===== src/rtl/dsp_result_drain.sv =====
// ---------------------------------------------------------------------------
// dsp_result_drain
//
// Result-side companion to a DSP slice pipeline. Tracks which CE-gated slice
// stages hold valid operations, captures each finished result from the slice
// P output into a small show-ahead FIFO, and presents results downstream over
// a valid/ready handshake. When the FIFO cannot absorb the result sitting at
// the last stage, the shared slice clock enable is dropped, which freezes
// every slice register without losing data.
//
// Ports:
//   clk       clock
//   reset     asynchronous, active-high; clears all state
//   in_valid  an operation is presented on the slice operand inputs
//   in_ready  issue accepted this cycle (equals pipe_ce)
//   pipe_ce   clock enable for every slice pipeline register
//   p_in      slice last-stage result, valid when vpipe[LATENCY-1]=1
//   m_valid   m_data holds a result
//   m_ready   consumer accepts m_data
//   m_data    oldest unread result (show-ahead)
//   count     FIFO occupancy
// ---------------------------------------------------------------------------
module dsp_result_drain #(
   parameter int WIDTH   = 48,
   parameter int LATENCY = 3,
   parameter int DEPTH   = 4
) (
   input  logic                       clk,
   input  logic                       reset,
   input  logic                       in_valid,
   output logic                       in_ready,
   output logic                       pipe_ce,
   input  logic [WIDTH-1:0]           p_in,
   output logic                       m_valid,
   input  logic                       m_ready,
   output logic [WIDTH-1:0]           m_data,
   output logic [$clog2(DEPTH+1)-1:0] count
);

   localparam int AW = $clog2(DEPTH);
   localparam int CW = $clog2(DEPTH+1);
   localparam logic [CW-1:0] FULL = CW'(DEPTH);

   logic [LATENCY-1:0] vpipe;
   logic [AW-1:0]      wr_ptr;
   logic [AW-1:0]      rd_ptr;
   logic [WIDTH-1:0]   mem [DEPTH];
   logic               push;
   logic               pop;
   logic               room;

   // A pop frees a slot in the same cycle, so a full FIFO being read can
   // still accept the last-stage result; this is why m_ready reaches pipe_ce
   // combinationally.
   assign pop      = m_valid & m_ready;
   assign room     = (count < FULL) | pop;
   assign pipe_ce  = ~(vpipe[LATENCY-1] & ~room);
   assign in_ready = pipe_ce;

   // p_in is frozen while pipe_ce=0, so a stalled result is written exactly
   // once, on the edge where the stall releases.
   assign push     = vpipe[LATENCY-1] & pipe_ce;

   assign m_valid  = (count != '0);
   assign m_data   = mem[rd_ptr];

   // Valid shadow of the slice pipeline; advances only with the slice CE.
   // NOTE: sequential state uses non-blocking assignments so every register
   // samples the pre-edge value of its neighbour, exactly like the hardware.
   always_ff @(posedge clk or posedge reset) begin
      if (reset) begin
         vpipe <= '0;
      end else if (pipe_ce) begin
         vpipe[0] <= in_valid;
         for (int i = 1; i < LATENCY; i++) begin
            vpipe[i] <= vpipe[i-1];
         end
      end
   end

   // Pointers wrap naturally because DEPTH is a power of two.
   always_ff @(posedge clk or posedge reset) begin
      if (reset) begin
         wr_ptr <= '0;
         rd_ptr <= '0;
         count  <= '0;
      end else begin
         if (push) wr_ptr <= wr_ptr + 1'b1;
         if (pop)  rd_ptr <= rd_ptr + 1'b1;
         unique case ({push, pop})
            2'b10:   count <= count + 1'b1;
            2'b01:   count <= count - 1'b1;
            default: ;
         endcase
      end
   end

   // NOTE: the storage array is reset so m_data reads a defined zero from
   // mem[0] after reset; with only a handful of entries this costs little.
   always_ff @(posedge clk or posedge reset) begin
      if (reset) begin
         for (int i = 0; i < DEPTH; i++) begin
            mem[i] <= '0;
         end
      end else if (push) begin
         mem[wr_ptr] <= p_in;
      end
   end

endmodule


===== config.mk =====
export PLATFORM = sky130hd
export DESIGN_NAME = dsp_result_drain
export DESIGN_NICKNAME = d
export VERILOG_FILES = /design/src/rtl/dsp_result_drain.sv
export SDC_FILE = /design/constraint.sdc
export NUM_CORES = 1
export LEC_CHECK = 0
export CAP_MARGIN = 20
export CORE_MARGIN = 1
export CORE_UTILIZATION = 51
export DETAILED_ROUTE_END_ITERATION = 8
export PLACE_DENSITY = 0.77
export SETUP_SLACK_MARGIN = 0.05
export SLEW_MARGIN = 20
export SYNTH_ARGS = -nofsm -noshare
export SYNTH_HDL_FRONTEND = slang
export SYNTH_SLANG_ARGS = --single-unit

===== constraint.sdc =====
create_clock -name clk -period 6.74 [get_ports clk]
set_input_delay 1.011 -clock clk [delete_from_list [all_inputs] [get_ports clk]]
set_output_delay 1.011 -clock clk [all_outputs]
set_load 0.005 [all_outputs]

==> results.toml <==
[layout]
layout_common_cells = "200 x dfrtp_1, 115 x mux2_2, 105 x clkdlybuf4s50_1"
insertedDiodeCount = 0
post-route-util_pct = 63.7
final_cells = 849
syn_to_final_growth_pct = 21.1
final_common_cell = "dfrtp_1"
post-route-cell-area_um2 = 11100
fin_nets = 666
drive_above_1_share_pct = 46.5

[floorplan]
initial_core_util_pct = 52.6
io_pins = 106
die_h_um = 136
dieArea_um2 = 18400
die_x_um = 136
core-area_um2 = 17400
rows = 48

[grt]
grt_pass1_vias = 5464
grt_max_degree = 163
grt-ovfl-total = 0
grt_pass1_wl_um = 29300
track_usage_pct = 20.5
grt_antenna_before_repair = 0

[setup_path]
setup.worst_path.end_class = "primary output"
crit_type = "flop to primary output"
crit_fanout = 26
critPathRequiredTime_ns = 5.73
arrival_ns = 2.63
start_kind = "flop"

[place]
numPortBuffers = 105
hpwl_um = 10300
gp_congestion = 0.734
dp_cells = 808
place_ws_ns = 3.44
place_area_um2 = 10300

[route]
wl_per_cell_um = 21.0
viasPerCell = 5.61
ant_nets = 0
drt_iter0_drc = 202
vias = 4763
remaining_drc_errors = 0
dr.pass1.iters = 4
drt-total-wl_um = 17900

[timing]
worstMarginPinSlew_ns = 0.943
hold_viol_final = 0
relSlewSlack_pct = 37.1
fmax_mhz = 275
final_max_slew_viol_count = 0
holdWs_ns = 0.459
skew_ns = 0.00619
finalSetupViolCount = 0
period_share_pct = 54.0
setup_ws_ns = 3.10
post-route-min-period_ns = 3.64
rsz0062_at_grt = "no"
finalSetupTns_ns = 0

[yosys]
synth_top_cell_by_area = "dfrtp_1"
synth_warnings = 0
synth.yosys.seq_area_share_pct = 55.4
synth.top_cell.area_share_pct = 55.4
synth.cell_area_um2 = 9130
syn_nets = 566
synthDistinctLibCells = 23
ys_ff_latch = 202
yosys-top-cells-area = "dfrtp_1 55%, mux2_2 14%, mux2_4 13%, mux4_2 12%, buf_6 1.5%"
avgSynthCellArea_um2 = 18.0
synth_cells = 508

[pwr]
p_total_mw = 6.22
p_per_area_nw_per_um2 = 563
p_leak_nw = 4.64
peakVddDrop_v = 0.000338

[clock_network]
clock_latency_ns = 0.50
clock_path_buffers = 3
ctsHoldBuffers = 0
clock-root-buffer = "clkbuf_16"
postCtsResizedCells = 0
postCtsSetupRepairBufs = 0
cts_made_buffers = 22
htree_levels = 1
cts.sinks = 202
cts_tree = "yes"
clkTransAtPathRegs_ns = 0.06

[flow_run]
maxCapViolations = 0

[run_status]
outcome = "complete, no violations"

[worst_hold_path]
hold_class = "flop to flop"
-- cell usage after synthesis --
cell type	number
clkbuf_1	2
buf_6	12
buf_4	1
mux2i_1	1
or3_1	1
o31a_1	1
nor2_1	1
and3_4	4
fa_1	1
mux2_2	115
dfrtp_1	202
nand2b_1	1
inv_1	6
nand3b_1	1
xor2_1	3
nand2b_2	1
buf_1	2
ha_1	5
mux4_2	48
mux2_4	80
xnor2_1	3
buf_2	15
nand2_1	2
-- final timing paths --
path / start / endpoint / slack [ns] / cells past startpoint
max reg2reg: wr_ptr[0]$_DFFE_PP0P_ / mem[186]$_DFFE_PP0P_ / 4.69 / 4
max in group asynchronous: reset / mem[63]$_DFFE_PP0P_ / 4.61 / 3
min in group asynchronous: reset / mem[69]$_DFFE_PP0P_ / 1.08 / 2
min reg2reg: vpipe[1]$_DFFE_PP0N_ / vpipe[2]$_DFFE_PP0N_ / 0.46 / 1
max: rd_ptr[0]$_DFFE_PP0P_ / m_data[3] / 3.10 / 3
min: vpipe[1]$_DFFE_PP0N_ / vpipe[2]$_DFFE_PP0N_ / 0.46 / 1
-- critical path, stage by stage (launching register included) --
cell and delay (ns):
dfrtp_4 0.78, buf_12 0.30, mux4_2 0.56, clkdlybuf4s50_1 0.46
-- logic make-up (layout without fill, tap and decap cells) --
group           count (synthesis)  in the layout  share of synthesized area [%]
mux                           244            244                           39.3
flops                         202            202                           55.4
buf+inv                        38            154                           2.80
simple gates                   11             11                          0.932
fa+ha+maj                       6              6                          0.905
xor+xnor                        6              6                          0.576
compound gates                  1              1                         0.0960
-- report_power, final --
group          switching [mW]  internal, mW  leakage [nW]
registers               0.390          1.85          2.39
clock network           0.481         0.768         0.377
logic                   0.875          1.86          1.87
total                    1.75          4.48          4.64
-- routing by layer --
metal	share of wire [%]	routed length, um	vias up	GRT usage [%]
met3	4.7	845	37	3.97
met2	48	8630	107	33.4
li1	-	-	2084	-
met4	2.4	424	0	5.43
met1	45	7950	2535	28.2
met5	0	0	-	0
-- flip-flops by register name, indices dropped and copies added, names as in the netlist --
register and cells:
rd_ptr 2, count 3, mem 192, wr_ptr 2, vpipe 3
-- layout make-up --
class | count | area (um2)
Clock buffer | 34 | 676
Sequential cell | 202 | 5060
Tap cell | 225 | 282
Fill cell | 1236 | 6300
Inverter | 6 | 35.0
Multi-Input combinational cell | 268 | 3820
Clock inverter | 6 | 97.6
Timing Repair Buffer | 108 | 1090
Note: power is estimated with default switching activity, not from simulation.
